## config.mk

```make
export PLATFORM = sky130hd
export DESIGN_NAME = ps2_key_decoder
export DESIGN_NICKNAME = d
export VERILOG_FILES = /design/src/rtl/ps2_key_decoder.sv
export SDC_FILE = /design/constraint.sdc
export NUM_CORES = 1
export LEC_CHECK = 0
export ABC_AREA = 1
export CAP_MARGIN = 20
export CORE_MARGIN = 4
export CORE_UTILIZATION = 55
export DETAILED_ROUTE_END_ITERATION = 6
export PLACE_DENSITY_LB_ADDON = 0.08
export SETUP_SLACK_MARGIN = 0.05
export SYNTH_ARGS = -nofsm -noshare
export SYNTH_HDL_FRONTEND = slang
export SYNTH_SLANG_ARGS = --single-unit
export TNS_END_PERCENT = 10
```

## constraint.sdc

```tcl
create_clock -name clk -period 2.7 [get_ports clk]
set_input_delay 0.675 -clock clk [delete_from_list [all_inputs] [get_ports clk]]
set_output_delay 0.675 -clock clk [all_outputs]
set_load 0.02 [all_outputs]
```

## src/rtl/ps2_key_decoder.sv

```systemverilog
// ============================================================================
// Module   : ps2_key_decoder
// Purpose  : PS/2 scan-code to ASCII/control decoder with make/break, extended
//            prefix, Shift, typematic-repeat suppression and an output FIFO.
//            Optional Caps Lock support is enabled by defining CAPSLOCK_EN.
// Revision : 1.0 - initial release
// ============================================================================
`default_nettype none

module ps2_key_decoder #(
    parameter int FIFO_DEPTH      = 8,
    parameter int FIFO_AW         = 3,
    parameter int REPEAT_SUPPRESS = 1
) (
    input  logic       clk,
    input  logic       clrn,
    input  logic [7:0] scan_data,
    input  logic       scan_valid,
    output logic [7:0] ascii_out,
    output logic       ascii_valid,
    input  logic       ascii_rd,
    output logic       overflow,
    output logic       caps_on
);

    localparam logic [7:0] c_brk_code  = 8'hF0;
    localparam logic [7:0] c_ext_code  = 8'hE0;
    localparam logic [7:0] c_lshift    = 8'h12;
    localparam logic [7:0] c_rshift    = 8'h59;
    localparam logic [7:0] c_enter     = 8'h5A;
    localparam logic [7:0] c_caps_code = 8'h58;
    localparam logic [FIFO_AW:0] c_depth = (FIFO_AW+1)'(FIFO_DEPTH);

    typedef enum logic [1:0] {
        S_IDLE    = 2'd0,
        S_BRK     = 2'd1,
        S_EXT     = 2'd2,
        S_EXT_BRK = 2'd3
    } state_t;

    state_t r_state;
    logic       r_shift;
    logic       r_caps;
    logic [7:0] r_last_make;

    logic [7:0]       r_mem [FIFO_DEPTH];
    logic [FIFO_AW-1:0] r_wr_ptr;
    logic [FIFO_AW-1:0] r_rd_ptr;
    logic [FIFO_AW:0]   r_count;
    logic               r_overflow;

    logic       w_is_make;
    logic       w_accept;
    logic       w_push;
    logic [7:0] w_map;
    logic [7:0] w_push_data;
    logic       w_is_letter;
    logic       w_full;
    logic       w_rd;
    logic       w_wr;

    function automatic logic [7:0] f_map(input logic [7:0] code);
        logic [7:0] v;
        v = 8'h00;
        case (code)
            8'h1C: v = "a";  8'h32: v = "b";  8'h21: v = "c";  8'h23: v = "d";
            8'h24: v = "e";  8'h2B: v = "f";  8'h34: v = "g";  8'h33: v = "h";
            8'h43: v = "i";  8'h3B: v = "j";  8'h42: v = "k";  8'h4B: v = "l";
            8'h3A: v = "m";  8'h31: v = "n";  8'h44: v = "o";  8'h4D: v = "p";
            8'h15: v = "q";  8'h2D: v = "r";  8'h1B: v = "s";  8'h2C: v = "t";
            8'h3C: v = "u";  8'h2A: v = "v";  8'h1D: v = "w";  8'h22: v = "x";
            8'h35: v = "y";  8'h1A: v = "z";
            8'h45: v = "0";  8'h16: v = "1";  8'h1E: v = "2";  8'h26: v = "3";
            8'h25: v = "4";  8'h2E: v = "5";  8'h36: v = "6";  8'h3D: v = "7";
            8'h3E: v = "8";  8'h46: v = "9";
            8'h70: v = "0";  8'h69: v = "1";  8'h72: v = "2";  8'h7A: v = "3";
            8'h6B: v = "4";  8'h73: v = "5";  8'h74: v = "6";  8'h6C: v = "7";
            8'h75: v = "8";  8'h7D: v = "9";
            8'h4C: v = ":";  8'h55: v = "=";
            8'h29: v = 8'h01;
            8'h5A: v = 8'h02;
            8'h66: v = 8'h03;
            default: v = 8'h00;
        endcase
        return v;
    endfunction

    // Decode of the byte arriving this cycle; pushes land at this edge.
    always_comb begin
        w_is_make   = 1'b0;
        w_accept    = 1'b0;
        w_push      = 1'b0;
        w_map       = f_map(scan_data);
        w_is_letter = (w_map >= 8'h61) && (w_map <= 8'h7A);
        w_push_data = (w_is_letter && (r_shift ^ r_caps)) ? (w_map - 8'h20) : w_map;
        if (scan_valid) begin
            case (r_state)
                S_IDLE: begin
                    if ((scan_data != c_brk_code) && (scan_data != c_ext_code) &&
                        (scan_data != c_lshift) && (scan_data != c_rshift)) begin
                        w_is_make = 1'b1;
                        w_accept  = !((REPEAT_SUPPRESS != 0) && (scan_data == r_last_make));
                        w_push    = w_accept && (w_map != 8'h00);
                    end
                end
                S_EXT: begin
                    if (scan_data == c_enter) begin
                        w_push      = 1'b1;
                        w_push_data = 8'h02;
                    end
                end
                default: ;
            endcase
        end
    end

    always_ff @(posedge clk or negedge clrn) begin
        if (!clrn) begin
            r_state     <= S_IDLE;
            r_shift     <= 1'b0;
            r_caps      <= 1'b0;
            r_last_make <= 8'h00;
        end else if (scan_valid) begin
            case (r_state)
                S_IDLE: begin
                    if (scan_data == c_brk_code)
                        r_state <= S_BRK;
                    else if (scan_data == c_ext_code)
                        r_state <= S_EXT;
                    else if ((scan_data == c_lshift) || (scan_data == c_rshift))
                        r_shift <= 1'b1;
                    else if (w_is_make && w_accept) begin
                        r_last_make <= scan_data;
`ifdef CAPSLOCK_EN
                        if (scan_data == c_caps_code)
                            r_caps <= ~r_caps;
`endif
                    end
                end
                S_BRK: begin
                    r_state <= S_IDLE;
                    if ((scan_data == c_lshift) || (scan_data == c_rshift))
                        r_shift <= 1'b0;
                    if (scan_data == r_last_make)
                        r_last_make <= 8'h00;
                end
                S_EXT: begin
                    r_state <= (scan_data == c_brk_code) ? S_EXT_BRK : S_IDLE;
                end
                default: r_state <= S_IDLE;
            endcase
        end
    end

    // A pop while full frees the slot the simultaneous push needs.
    assign w_full = (r_count == c_depth);
    assign w_rd   = ascii_rd && (r_count != '0);
    assign w_wr   = w_push && (!w_full || w_rd);

    always_ff @(posedge clk or negedge clrn) begin
        if (!clrn) begin
            r_wr_ptr   <= '0;
            r_rd_ptr   <= '0;
            r_count    <= '0;
            r_overflow <= 1'b0;
        end else begin
            if (w_wr)
                r_wr_ptr <= r_wr_ptr + 1'b1;
            if (w_rd)
                r_rd_ptr <= r_rd_ptr + 1'b1;
            if (w_wr && !w_rd)
                r_count <= r_count + 1'b1;
            else if (w_rd && !w_wr)
                r_count <= r_count - 1'b1;
            if (w_push && !w_wr)
                r_overflow <= 1'b1;
        end
    end

    always_ff @(posedge clk) begin
        if (w_wr)
            r_mem[r_wr_ptr] <= w_push_data;
    end

    assign ascii_valid = (r_count != '0);
    assign ascii_out   = ascii_valid ? r_mem[r_rd_ptr] : 8'h00;
    assign overflow    = r_overflow;
`ifdef CAPSLOCK_EN
    assign caps_on     = r_caps;
`else
    assign caps_on     = 1'b0;
`endif

endmodule

`default_nettype wire
```

Word level (Yosys, flattened, before mapping)
Memory sizes are Yosys's and may differ from the RTL's.
Cells that the tools add are included.
{"block": "totals", "n_memories": 2, "romBits": 896, "input_bits": 12, "ram_bits": 64, "ff_bits": 22}
{"name": "(name not given)", "words": 128, "width": 7, "rd": 1, "rd_ports_with_merged_regs": 0, "wr": 0, "line": "65", "text": "case (code)"}
{"name": "r_mem", "words": 8, "width": 8, "rd": 1, "rd_ports_with_merged_regs": 0, "wr": 1, "line": "46", "text": "logic [7:0] r_mem [FIFO_DEPTH];"}
{"block": "classes", "muxes": 35, "n_reduce_logical": 26, "n_bitwise": 1, "magnitude_cmp": 2, "eq_ne": 21, "addsub": 5}
{"operator": "$mux 8", "count": 11}
{"operator": "$eq 8x7->1 const B", "count": 2}
{"operator": "$eq 8x8->1 const B", "count": 2}
{"operator": "$ne 8x8->1 const B", "count": 2}
{"operator": "$pmux 8 s2", "count": 1}
{"operator": "$mux 1", "count": 15}
{"operator": "$ne 2x2->1 const B", "count": 7}
{"operator": "$logic_and 1x1->1", "count": 12}
{"operator": "$eq 8x5->1 const B", "count": 1}
{"operator": "$eq 8x8->1", "count": 1}
{"operator": "$ge 8x7->1 const B", "count": 1}
{"operator": "$le 8x7->1 const B", "count": 1}
{"operator": "$mux 4", "count": 2}
{"operator": "$ne 8x5->1 const B", "count": 1}
{"operator": "$ne 8x7->1 const B", "count": 1}
{"operator": "$reduce_bool 8->1", "count": 1}
{"operator": "$sub 8x6->8 const B", "count": 1}
{"operator": "$reduce_and 7->1", "count": 1}
{"operator": "$add 3x1->3 const B", "count": 2}
{"operator": "$mux 2", "count": 3}
{"operator": "$reduce_and 6->1", "count": 1}
{"operator": "$add 4x1->4 const B", "count": 1}
{"operator": "$eq 4x4->1 const B", "count": 1}
{"operator": "$logic_not 1->1", "count": 4}
{"operator": "other kinds (12)", "count": 15}

Longest topological paths before layout
Gate-level depths: netlist of the first run.
{"block": "depth", "word_depth": 13, "mapped_depth": 27, "ltp_nobuf": 27}

Worst setup path after synthesis of the first run
Ideal clock, no wire load.
{"block": "synth_path", "path_type": "in2reg", "startpoint": "in scan_data[1]", "endpoint": "reg r_count[3]", "stages": 27, "slack_ps": -740, "n_path_buf": 0, "t_arrival_ps": 3315, "cell_sequence": "inv_1 > ha_1 > nand2_1 > nand2_1 > nand2_2 > nand2_2 > nand2_1 > inv_1 > nand3_1 > nand2_1 > inv_1 > nand2_1 > nor2_1 > nand2_1 > nand2_2 > nand2_4 > nand3_2 > inv_1 > ha_1 > inv_1 > ha_1 > a21o_1 > a21oi_1 > nand2_1 > nand2_1 > nor2_1 > xor2_1"}
{"block": "synth_via", "elab_chain_cells": 11}
{"item": "from (decl)", "line": "17", "text": "input logic [7:0] scan_data,"}
{"item": "$mem_v2 128x7 or $ne 8x8->1 (tied branches)"}
{"item": "$mux 8 or $logic_and 1x1->1 (tied branches)", "line": "65, 99"}
{"item": "$reduce_bool 8->1 or $logic_and 1x1->1 (tied branches)", "line": "103, 99"}
{"item": "$logic_and 1x1->1 (on tied branches)", "line": "103, 100"}
{"item": "$mux 1", "line": "99", "text": "if ((scan_data != c_brk_code) && (scan_data != c_ext_code) &&"}
{"item": "$pmux 1 s2 *", "line": "97", "text": "case (r_state)"}
{"item": "$mux 1 *", "line": "96", "text": "if (scan_valid) begin"}
{"item": "$logic_and 1x1->1 *", "line": "158", "text": "assign w_wr = w_push && (!w_full || w_rd);"}
{"item": "net w_wr", "line": "60", "text": "logic w_wr;"}
{"item": "$logic_not 1->1", "line": "173", "text": "else if (w_rd && !w_wr)"}
{"item": "$logic_and 1x1->1", "line": "173"}
{"item": "$reduce_bool 2->1 (no line)"}
{"item": "to (signal assigned)", "line": "172", "text": "r_count <= r_count + 1'b1;"}
{"item": "to (signal assigned)", "line": "174", "text": "r_count <= r_count - 1'b1;"}
{"item": "to (decl)", "line": "49", "text": "logic [FIFO_AW:0] r_count;"}
Mark *: on every way through the listed nets, which the timed path passes. The rest lies on a longest branch.
A chain may end at the register's enable or synchronous reset.

Worst setup path after layout of the first run
Ends and elaborated chain as after synthesis.

==> metrics.txt, run 1 <==
total area of multi-input combinational cells 2330 µm²; Placement Cell Area 5540 µm²; Chip Height 99.1 µm; Iteration-0 DRC Markers 355; largest buffer count on any clock path 2; internal power component 0.00316 W; part of the Yosys area used for sequential elements 48.3%; area growth from synthesis to layout 37.8%; worst path setup slack after routing -0.546 ns; capture endpoint of the worst hold path overflow; mean number of vias per cell 5.62; Routed wire per std cell 17.3 µm; PortBufs 20; async set-or-reset flop fraction in the synthesized netlist 27.3%; worst setup path class in2reg; cell depth of the worst flop-to-flop path 15; Die Area 9820 µm²; Sinks on Clock Net 77; Hold Violations, Final 0; flop-to-flop setup slack -0.08 ns; highest achievable clock rate 0.308 GHz; type of the most critical hold path reg2reg; predominant post-synthesis flop cell sky130_fd_sc_hd__edfxtp_1; number of ports placed on the die boundary 23; total number of nets in the final design 707; DRT Pass-1 Iters 5; setup repair after global routing missed its margin yes; count of flip-flops with a built-in enable after synthesis 56; static leakage 2.78 nW; number of synthesis warnings 1; source of the worst register-to-register timing path r_count[0]; Critical Path Source Type primary input; Row Count 32; switching power share of the total 40.0%; Worst EP arrival 3.48 ns; number of violations of the max-capacitance limit 0; TritonCTS clock tree done; critical path required time 2.93 ns; total count of max-transition violations in the final report 0; final worst-path cycle share 120%; Final Instance Area 6290 µm²; core box area 7890 µm²; Routed Wire Length 13700 µm; sequential group share of total power 31.3%; clock insertion delay at the later pin of the skew report 0.35 ns; placed cell count 748; Post-Syn Instances 559; first-pass GRT wire length 21500 µm; Overflow after GRT 0; initial antenna violation count 0; routability congestion estimate from global placement 0.935; clock network fraction of total power 18.2%; clock tree skew after final layout 0.0175 ns; horizontal extent of the die 99.1 µm; Synth cell types 38; Max FO, Critical Path 6; count of filler cells inserted in the layout 515; all-layer global routing usage 27.9%; H-tree level count 3; fraction of final layout cells with drive strength greater than 1 32.1%; vias in the first global route 4261; peak ir drop on the vdd network 0.926 mV; run status finished, violations left; initial standard-cell utilization of the core 57.9%; final-layout worst hold slack 0.494 ns; hold depth 1; DRC violations left 0; vias after detailed routing 4431; post-route minimum period 3.25 ns; violations in the final reports negative setup slack; post-detailed-route count of antenna-violating nets 0; average size of a mapped cell 8.17 µm²; number of diodes added for antenna fixing 0; estimated wirelength of the detail-placed design 8950 µm; number of buffers created by CTS 9; crit end category flop; Final setup viols 56; flip-flop and latch area 2210 µm²; flops & latches, synth 77; Net Sw Power 0.00211 W; total power of the final layout 0.00527 W; hold path start overflow; synthesized area 4570 µm²; maximum number of pins on one net before global-route repair 22; buffer type at the clock tree root sky130_fd_sc_hd__clkbuf_8; combinational share of power 50.5%; post-layout instance count excluding filler cells 788; power density over cell area 837 nW/µm²; CTS clock-pin slew for the worst setup and hold paths 0.08 ns; r2r endpoint r_count[3]
[stage by stage]
stage	TNS, ns	setup slack (ns)	utilization, %
final	-23.02	-0.546	79.8
after global routing	-32.93	-0.708	79.8
after CTS	-16.83	-0.435	78.5
after detailed placement	-63.58	-1.36	70.3
after global placement	-60.09	-1.26	70.3
after floorplan	-7.26	-0.542	-
[worst max path at each step]
stage	cells past startpoint	slack (ns)	endpoint	startpoint
CTS	26	-0.44	r_count[3]	scan_data[1]
global route	27	-0.71	r_count[3]	scan_data[1]
detailed placement	23	-1.36	r_count[3]	scan_data[1]
finish	24	-0.55	r_count[3]	scan_data[1]
floorplan	27	-0.54	r_count[3]	scan_data[1]
global placement	24	-1.26	r_count[3]	scan_data[1]
[critical path: stages]
cell and delay (ns):
sky130_fd_sc_hd__buf_8 0.08, sky130_fd_sc_hd__clkinvlp_4 0.21, sky130_fd_sc_hd__ha_4 0.26, sky130_fd_sc_hd__buf_4 0.13, sky130_fd_sc_hd__buf_4 0.12, sky130_fd_sc_hd__nand4_1 0.10
sky130_fd_sc_hd__a21oi_1 0.08, sky130_fd_sc_hd__nand3_1 0.11, sky130_fd_sc_hd__nand4_1 0.12, sky130_fd_sc_hd__nor2_1 0.12, sky130_fd_sc_hd__nand2_1 0.09, sky130_fd_sc_hd__nand2_2 0.09
sky130_fd_sc_hd__nand2_4 0.07, sky130_fd_sc_hd__nand3_4 0.07, sky130_fd_sc_hd__inv_4 0.04, sky130_fd_sc_hd__ha_4 0.16, sky130_fd_sc_hd__inv_4 0.07, sky130_fd_sc_hd__ha_4 0.19
sky130_fd_sc_hd__a21o_1 0.16, sky130_fd_sc_hd__a21oi_2 0.16, sky130_fd_sc_hd__nand2_1 0.06, sky130_fd_sc_hd__nand2_1 0.07, sky130_fd_sc_hd__nor2_2 0.05, sky130_fd_sc_hd__xor2_1 0.16
[sequential cells by signal, summed over array words and instances, names as in the netlist]
signal,flops
r_state,2
r_wr_ptr,3
r_last_make,8
r_mem,56
overflow,1
r_rd_ptr,3
r_count,4
[cells in the final DEF, fill, tap and decap left out, types with 3 or more instances in the layout]
master                            synthesis  routed
sky130_fd_sc_hd__dfrtp_1                 21      21
sky130_fd_sc_hd__ha_4                     0       8
sky130_fd_sc_hd__nand2_2                  6      17
sky130_fd_sc_hd__nor2_1                  89      73
sky130_fd_sc_hd__nand2_1                143     124
sky130_fd_sc_hd__inv_4                    3       4
sky130_fd_sc_hd__a31oi_1                  8       8
sky130_fd_sc_hd__ha_1                    13       5
sky130_fd_sc_hd__clkdlybuf4s50_1          0      12
sky130_fd_sc_hd__nor3_1                   5       5
sky130_fd_sc_hd__nand3_2                  2      10
sky130_fd_sc_hd__xor2_1                   4       4
sky130_fd_sc_hd__o21ai_0                 48      46
sky130_fd_sc_hd__a21oi_1                  9       7
sky130_fd_sc_hd__clkbuf_8                 0       9
sky130_fd_sc_hd__buf_12                   0       3
sky130_fd_sc_hd__nand3_1                 38      29
sky130_fd_sc_hd__nand4_1                 12      12
sky130_fd_sc_hd__nand2_4                  1       9
sky130_fd_sc_hd__edfxtp_1                56      56
sky130_fd_sc_hd__inv_1                   49      41
sky130_fd_sc_hd__buf_6                    6      23
sky130_fd_sc_hd__o22ai_1                  7       7
sky130_fd_sc_hd__buf_4                    4      88
sky130_fd_sc_hd__nor2_4                   1       6
sky130_fd_sc_hd__nor2_2                   2      13
sky130_fd_sc_hd__inv_2                    2       6
sky130_fd_sc_hd__dlygate4sd2_1            0       5
sky130_fd_sc_hd__a21oi_2                  1       3
[power groups by stage]
stage,registers [W],clock network [W],logic [W]
after detailed placement,0.00166,0,0.00229
after global placement,0.00165,0,0.00221
after CTS,0.00164,0.000958,0.00254
final,0.00165,0.000961,0.00266
after global routing,0.00167,0.00103,0.00289
after floorplan,0.00163,0,0.00140
[cell type report]
type / instances / share of cell area (%)
timing repair buffer: 134 / 18.8
inverter: 54 / 3.58
clock buffer: 10 / 2.03
tap: 102 / 2.03
clock inverter: 6 / 1.37
sequential: 77 / 35.1
multi-input combinational: 405 / 37.1
[synth_stat cells (3+ instances only)]
library cell | count | area share [%]
sky130_fd_sc_hd__inv_1 | 49 | 4.0
sky130_fd_sc_hd__buf_4 | 4 | 0.66
sky130_fd_sc_hd__o21ai_0 | 48 | 5.3
sky130_fd_sc_hd__dfrtp_1 | 21 | 12
sky130_fd_sc_hd__nor2_1 | 89 | 7.3
sky130_fd_sc_hd__nand4_1 | 12 | 1.6
sky130_fd_sc_hd__clkbuf_1 | 9 | 0.74
sky130_fd_sc_hd__a21oi_1 | 9 | 0.99
sky130_fd_sc_hd__inv_4 | 3 | 0.41
sky130_fd_sc_hd__nand2_1 | 143 | 12
sky130_fd_sc_hd__buf_2 | 4 | 0.44
sky130_fd_sc_hd__a31oi_1 | 8 | 1.1
sky130_fd_sc_hd__xor2_1 | 4 | 0.77
sky130_fd_sc_hd__buf_6 | 6 | 1.5
sky130_fd_sc_hd__nand3_1 | 38 | 4.2
sky130_fd_sc_hd__o22ai_1 | 7 | 0.96
sky130_fd_sc_hd__nand2_2 | 6 | 0.82
sky130_fd_sc_hd__nor3_1 | 5 | 0.55
sky130_fd_sc_hd__edfxtp_1 | 56 | 37
sky130_fd_sc_hd__ha_1 | 13 | 3.6
[what timing repair did]
item,in CTS,in global routing
resized for setup,94,21
buffers inserted,19,6
hold buffers,0,0
hold endpoints to repair,0,0
endpoints found under the setup margin,71,72
cloned,0,0
pin swaps,46,8
[per-layer routing]
layer / track usage (%) / vias up / part of all wire (%)
li1: - / 2101 / -
met1: 38.7 / 2099 / 41
met2: 44.8 / 196 / 49
met3: 4.56 / 35 / 7.4
met4: 9.77 / 0 / 3.0
met5: 0 / - / 0
[cell families after synthesis]
| family | Yosys count | share of synthesized area [%] |
|---|---|---|
| other | 1 | 0.0821 |
| buffers and inverters | 78 | 8.08 |
| xor gates and xnor gates | 6 | 1.15 |
| DFF | 77 | 48.3 |
| and+or+nand+nor | 303 | 28.4 |
| AOI/OAI and AO/OA | 80 | 9.92 |
| adders and majority gates | 14 | 4.00 |
No activity file was read; power rests on OpenSTA's default activity.
==> run 2: changes to the inputs <==
- CORE_UTILIZATION: 55 -> 61
- clock period: 2.7 -> 3.1 ns (I/O delays scaled with it)
==> metrics.txt, run 2 (synthesis results as in run 1) <==
Routed wire per std cell 15.8 µm (-8.6%); initial standard-cell utilization of the core 62.9% (+5.1 points); highest achievable clock rate 0.314 GHz; worst path setup slack after routing -0.0883 ns (+0.457 ns); largest buffer count on any clock path 2 (unchanged); clock insertion delay at the later pin of the skew report 0.35 ns (about the same); DRC violations left 0 (unchanged); number of ports placed on the die boundary 23 (unchanged); Die Area 8930 µm² (-9.1%); total count of max-transition violations in the final report 0 (unchanged); commonest cells after routing, fill and taps aside sky130_fd_sc_hd__nand2_1 (129), sky130_fd_sc_hd__nor2_1 (85), sky130_fd_sc_hd__buf_4 (85), sky130_fd_sc_hd__edfxtp_1 (56), sky130_fd_sc_hd__o21ai_0 (47); Largest register FFs 56 (unchanged); met3 routing resource usage after global routing 4.94% (+0.38 points); PortBufs 20 (unchanged); post-detailed-route count of antenna-violating nets 0 (unchanged); number of diodes added for antenna fixing 0 (unchanged); worst setup path class in2reg; peak ir drop on the vdd network 0.332 mV (-64%); vias in the first global route 4120 (-3.3%); Hold Violations, Final 0 (unchanged); routability congestion estimate from global placement 0.946 (+1.3%); Max FO, Critical Path 6 (unchanged); estimated wirelength of the detail-placed design 8780 µm (-1.9%); met2 track utilization from global routing 51.5% (+6.7 points); maximum number of pins on one net before global-route repair 30 (+36%); post-route minimum period 3.19 ns; all-layer global routing usage 29.1% (+1.2 points); Worst EP arrival 3.43 ns (-0.05 ns); pre-CTS setup slack -1.01 ns (+0.350 ns); GR met1 Demand/Resource 35.2% (-3.5 points); total number of nets in the final design 684 (-3.3%); Iteration-0 DRC Markers 239 (-33%); mean number of vias per cell 5.57 (-0.91%); area growth from synthesis to layout 29.0%; static leakage 2.64 nW (-4.8%); Sinks on Clock Net 77 (unchanged); CTS clock-pin slew for the worst setup and hold paths 0.09 ns (about the same); TritonCTS clock tree done; Overflow after GRT 0 (unchanged); DRT Pass-1 Iters 5 (unchanged); Final setup viols 1 (-98%); highest-utilization routing layer at the global route stage met2; power density over cell area 688 nW/µm² (-18%); violations in the final reports negative setup slack; Routed Wire Length 12100 µm (-12%); final worst-path cycle share 103%; most common cell after layout, fill and taps aside sky130_fd_sc_hd__nand2_1; Chip Height 94.5 µm (-4.6%); initial antenna violation count 0 (unchanged); run status finished, violations left; setup repair after global routing missed its margin yes; Critical Path Source Type primary input; hold depth 1 (unchanged); core box area 7250 µm² (-8.0%); register with the most flip-flops r_mem; horizontal extent of the die 94.5 µm (-4.6%); largest registers r_mem x56, r_last_make x8, r_count x4; vias after detailed routing 4246 (-4.2%); Post-CTS Hold Fix Bufs 0 (unchanged); fraction of final layout cells with drive strength greater than 1 26.8% (-5.2 points); number of violations of the max-capacitance limit 0 (unchanged); critical path required time 3.34 ns (+0.41 ns); count of filler cells inserted in the layout 503 (-2.3%); buffer type at the clock tree root sky130_fd_sc_hd__clkbuf_8; number of buffers created by CTS 9 (unchanged); total power of the final layout 0.00405 W (-23%); type of the most critical hold path reg2reg; cell depth of the worst flop-to-flop path 15 (unchanged); clock tree skew after final layout 0.0145 ns (-0.00291 ns); Row Count 31 (-3.1%); H-tree level count 3 (unchanged); first-pass GRT wire length 20000 µm (-6.9%); crit end category flop
[run 2: final timing paths]
| check | slack, ns | endpoint | from |
|---|---|---|---|
| worst max-delay path | -0.09 | r_count[3] | scan_data[1] |
| worst min-delay path | 0.50 | overflow | overflow |
| worst max register to register | 0.50 | r_count[3] | r_count[0] |
| worst min register to register | 0.50 | overflow | overflow |
| max in group asynchronous | 2.09 | r_rd_ptr[0] | clrn |
| min in group asynchronous | 0.77 | r_wr_ptr[2] | clrn |
[run 2: power breakdown]
part / switching (W) / internal, W
Sequential: 0.000124 / 0.00130
Combinational: 0.00117 / 0.000800
Clock: 0.000374 / 0.000293
[run 2: through the flow]
stage | instances | setup TNS, ns | instance area [µm²] | utilization [%] | hold slack (ns)
finish | 762 | -0.0883 | 5890 | 81.2 | 0.497
CTS | 759 | -0.0449 | 5790 | 79.8 | 0.499
global placement | 739 | -30.06 | 5480 | 75.5 | 0.464
global route | 762 | -0.358 | 5890 | 81.2 | 0.523
floorplan | 560 | -0.290 | 4660 | - | 0.464
detailed placement | 739 | -30.66 | 5480 | 75.5 | 0.475
[run 2: per-layer routing]
| metal | vias to the layer above | part of all wire [%] |
|---|---|---|
| met3 | 33 | 5.7 |
| li1 | 2052 | - |
| met4 | 0 | 3.4 |
| met1 | 1984 | 38 |
| met5 | - | 0 |
| met2 | 177 | 52 |
[run 2: area by class of cell]
cell class	instances	area (µm²)	area share (%)
multi-input cells	405	2230	37.9
flip-flops and latches	77	2210	37.5
repair buffers	111	936	15.9
inverters	54	226	3.84
clock buffers	11	131	2.23
well taps	99	124	2.10
clock inverters	5	36.3	0.616
[run 2: repair_timing]
item                       in CTS  in global routing
pin swaps                      16                 26
setup buffers                   5                  3
setup endpoints to repair      67                  9
gates resized for setup        47                 30
[run 2: critical path, stage by stage]
cell	delay, ns
sky130_fd_sc_hd__buf_8	0.08
sky130_fd_sc_hd__clkinvlp_4	0.17
sky130_fd_sc_hd__ha_4	0.23
sky130_fd_sc_hd__nand2_4	0.09
sky130_fd_sc_hd__buf_4	0.12
sky130_fd_sc_hd__nand3_1	0.11
sky130_fd_sc_hd__nand3_1	0.11
sky130_fd_sc_hd__nand2_1	0.08
sky130_fd_sc_hd__nand3_2	0.09
sky130_fd_sc_hd__nand4_1	0.08
sky130_fd_sc_hd__nor2_1	0.11
sky130_fd_sc_hd__nand2_1	0.08
sky130_fd_sc_hd__nand2_2	0.08
sky130_fd_sc_hd__nand2_4	0.06
sky130_fd_sc_hd__nand3_4	0.08
sky130_fd_sc_hd__inv_4	0.05
sky130_fd_sc_hd__ha_4	0.16
sky130_fd_sc_hd__inv_4	0.06
sky130_fd_sc_hd__ha_4	0.19
sky130_fd_sc_hd__a21o_1	0.16
sky130_fd_sc_hd__a21oi_2	0.15
sky130_fd_sc_hd__nand2_1	0.06
sky130_fd_sc_hd__nand2_1	0.05
sky130_fd_sc_hd__nor2_1	0.05
sky130_fd_sc_hd__xor2_1	0.15
==> run 3: changes to the inputs <==
- GPL_TIMING_DRIVEN: not set -> 0
- PLACE_DENSITY: not set -> 0.81
- PLACE_DENSITY_LB_ADDON: 0.08 -> not set
==> metrics.txt, run 3 (synthesis results as in run 1) <==
Iteration-0 DRC Markers 440 (+84%); critical path buffer and inverter count 4 (-1); commonest cells after routing, fill and taps aside sky130_fd_sc_hd__nand2_1 (130), sky130_fd_sc_hd__nor2_1 (75), sky130_fd_sc_hd__edfxtp_1 (56), sky130_fd_sc_hd__o21ai_0 (47), sky130_fd_sc_hd__inv_1 (43); mean number of vias per cell 5.89 (+5.8%); power density over cell area 762 nW/µm² (+11%); Sinks on Clock Net 77 (unchanged); CTS clock-pin slew for the worst setup and hold paths 0.08 ns (about the same); most common cell after layout, fill and taps aside sky130_fd_sc_hd__nand2_1; post-route core utilization 78.2% (-3.0 points); TritonCTS clock tree done; Worst EP arrival 3.55 ns (+0.12 ns); largest registers r_mem x56, r_last_make x8, r_count x4; maximum number of pins on one net before global-route repair 22 (-27%); register with the most flip-flops r_mem; vias in the first global route 3981 (-3.4%); core box area 7250 µm² (unchanged); horizontal extent of the die 94.5 µm (unchanged); transition time of the tightest slew-check pin 1.01 ns; post-route minimum period 3.31 ns (+0.126 ns); CP max-delay cell sky130_fd_sc_hd__ha_4; first-pass GRT wire length 19600 µm (-2.1%); Largest register FFs 56 (unchanged); crit-path leading delay family simple AND/OR/NAND/NOR gates; worst setup path class in2reg; area growth from synthesis to layout 24.2%; estimated wirelength of the detail-placed design 8350 µm (-4.9%); Row Count 31 (unchanged); Die Area 8930 µm² (unchanged); crit end category flop; final worst-path cycle share 107% (+4.1 points); setup repair after global routing missed its margin yes; Final Instance Area 5670 µm² (-3.7%); DRT Pass-1 Iters 5 (unchanged); PortBufs 17 (-15%); relative slew slack 32.8%; number of diodes added for antenna fixing 0 (unchanged); peak ir drop on the vdd network 0.666 mV (+100%); number of violations of the max-capacitance limit 0 (unchanged); pre-CTS setup slack -1.65 ns (-0.639 ns); Max FO, Critical Path 7 (+1); Hold Violations, Final 0 (unchanged); critical path required time 3.34 ns (about the same); Placement Cell Area 4950 µm² (-9.6%); worst path setup slack after routing -0.214 ns (-0.126 ns); violations in the final reports negative setup slack; routability congestion estimate from global placement 0.968 (+2.3%); Final setup viols 2 (+1); Chip Height 94.5 µm (unchanged); Routed wire per std cell 17.3 µm (+9.3%); total count of max-transition violations in the final report 0 (unchanged); buffer type at the clock tree root sky130_fd_sc_hd__clkbuf_8; Critical Path Source Type primary input; Routed Wire Length 12500 µm (+3.7%); total power of the final layout 0.00432 W (+6.6%); DRC violations left 0 (unchanged); number of ports placed on the die boundary 23 (unchanged); run status finished, violations left; clock tree skew after final layout 0.0117 ns (-0.00286 ns); Overflow after GRT 0 (unchanged); setup tns final -0.231 ns (-0.143 ns); Post-CTS Hold Fix Bufs 0 (unchanged); H-tree level count 3 (unchanged); library cell appearing most often on the critical path sky130_fd_sc_hd__nand2_1; highest achievable clock rate 0.302 GHz (-3.8%); total number of nets in the final design 645 (-5.7%); type of the most critical hold path reg2reg; largest buffer count on any clock path 2 (unchanged); static leakage 2.46 nW (-6.8%); post-detailed-route count of antenna-violating nets 0 (unchanged); delay contributed by the slowest stage of the critical path 0.24 ns (about the same); number of buffers created by CTS 9 (unchanged); initial antenna violation count 0 (unchanged); count of filler cells inserted in the layout 498 (-0.99%); all-layer global routing usage 28.9% (-0.24 points); initial standard-cell utilization of the core 62.9% (unchanged); vias after detailed routing 4261 (+0.35%); fraction of final layout cells with drive strength greater than 1 23.1% (-3.8 points); clock insertion delay at the later pin of the skew report 0.36 ns (about the same)
run 3: cell count changes in the layout (fill, tap and decap cells not counted), moves of 3 or more:
cell and change:
sky130_fd_sc_hd__nor2_4 +4, sky130_fd_sc_hd__bufinv_16 +3, sky130_fd_sc_hd__clkbuf_4 +5, sky130_fd_sc_hd__clkbuf_2 +4, sky130_fd_sc_hd__dlygate4sd2_1 +4, sky130_fd_sc_hd__buf_4 -54, sky130_fd_sc_hd__buf_6 +3, sky130_fd_sc_hd__nor2_2 +6
sky130_fd_sc_hd__buf_2 +3, sky130_fd_sc_hd__dlymetal6s2s_1 -6, sky130_fd_sc_hd__clkinvlp_4 -4, sky130_fd_sc_hd__inv_1 +3, sky130_fd_sc_hd__nor2_1 -10
run 3: worst paths after layout:
| kind | endpoint | cells after the start | slack, ns | startpoint |
|---|---|---|---|---|
| setup / recovery | r_count[3] | 26 | -0.21 | scan_data[0] |
| hold / removal | overflow | 1 | 0.49 | overflow |
| setup reg to reg | r_count[3] | 15 | -0.03 | r_count[1] |
| hold reg to reg | overflow | 1 | 0.49 | overflow |
| max in group asynchronous | r_state[0] | 1 | 1.52 | clrn |
| min in group asynchronous | r_rd_ptr[1] | 1 | 0.96 | clrn |
run 3: cell type report:
class                           instances  area [µm²]  area share, %
Inverter                               54         225           3.97
Sequential cell                        77        2210           38.9
Clock inverter                          5         108           1.90
Clock buffer                           11         141           2.49
Multi-Input combinational cell        405        2250           39.7
Tap cell                               99         124           2.18
Timing Repair Buffer                   48         425           7.50
Buffer                                 24         189           3.33
run 3: worst reg2reg max path, stage by stage, from the launching register on:
cell,delay (ns)
sky130_fd_sc_hd__dfrtp_1,0.47
sky130_fd_sc_hd__nor2_1,0.21
sky130_fd_sc_hd__nand2_1,0.28
sky130_fd_sc_hd__nand2_1,0.32
sky130_fd_sc_hd__nand4_1,0.39
sky130_fd_sc_hd__nand3_4,0.22
sky130_fd_sc_hd__inv_2,0.06
sky130_fd_sc_hd__ha_4,0.16
sky130_fd_sc_hd__inv_4,0.06
sky130_fd_sc_hd__ha_4,0.19
sky130_fd_sc_hd__a21o_1,0.16
sky130_fd_sc_hd__a21oi_2,0.14
sky130_fd_sc_hd__nand2_1,0.06
sky130_fd_sc_hd__nand2_1,0.08
sky130_fd_sc_hd__nor2_2,0.05
sky130_fd_sc_hd__xor2_1,0.16
run 3: report_power, final:
part	leakage, nW	switching [W]	internal, W	total (W)
registers	0.777	0.000128	0.00130	0.00143
clock network	0.124	0.000396	0.000560	0.000957
logic	1.56	0.00122	0.000724	0.00194
run 3: repair_timing:
action	in CTS	in global routing
buffers inserted	25	5
gates resized for setup	85	14
pin swaps	23	15
setup endpoints to repair	71	53
cloned	1	0
run 3: metrics by stage:
step / hold WS, ns / cells
floorplan: 0.464 / 560
global placement: 0.457 / 676
detailed placement: 0.477 / 676
CTS: 0.494 / 718
global route: 0.526 / 723
finish: 0.488 / 723
run 3: metal layers:
metal	GRT usage, %	vias up	routed length (µm)
li1	-	1981	-
met1	41.1	2003	5180
met2	45.3	257	5920
met3	6.06	20	1270
met4	7.81	0	152
met5	0	-	0
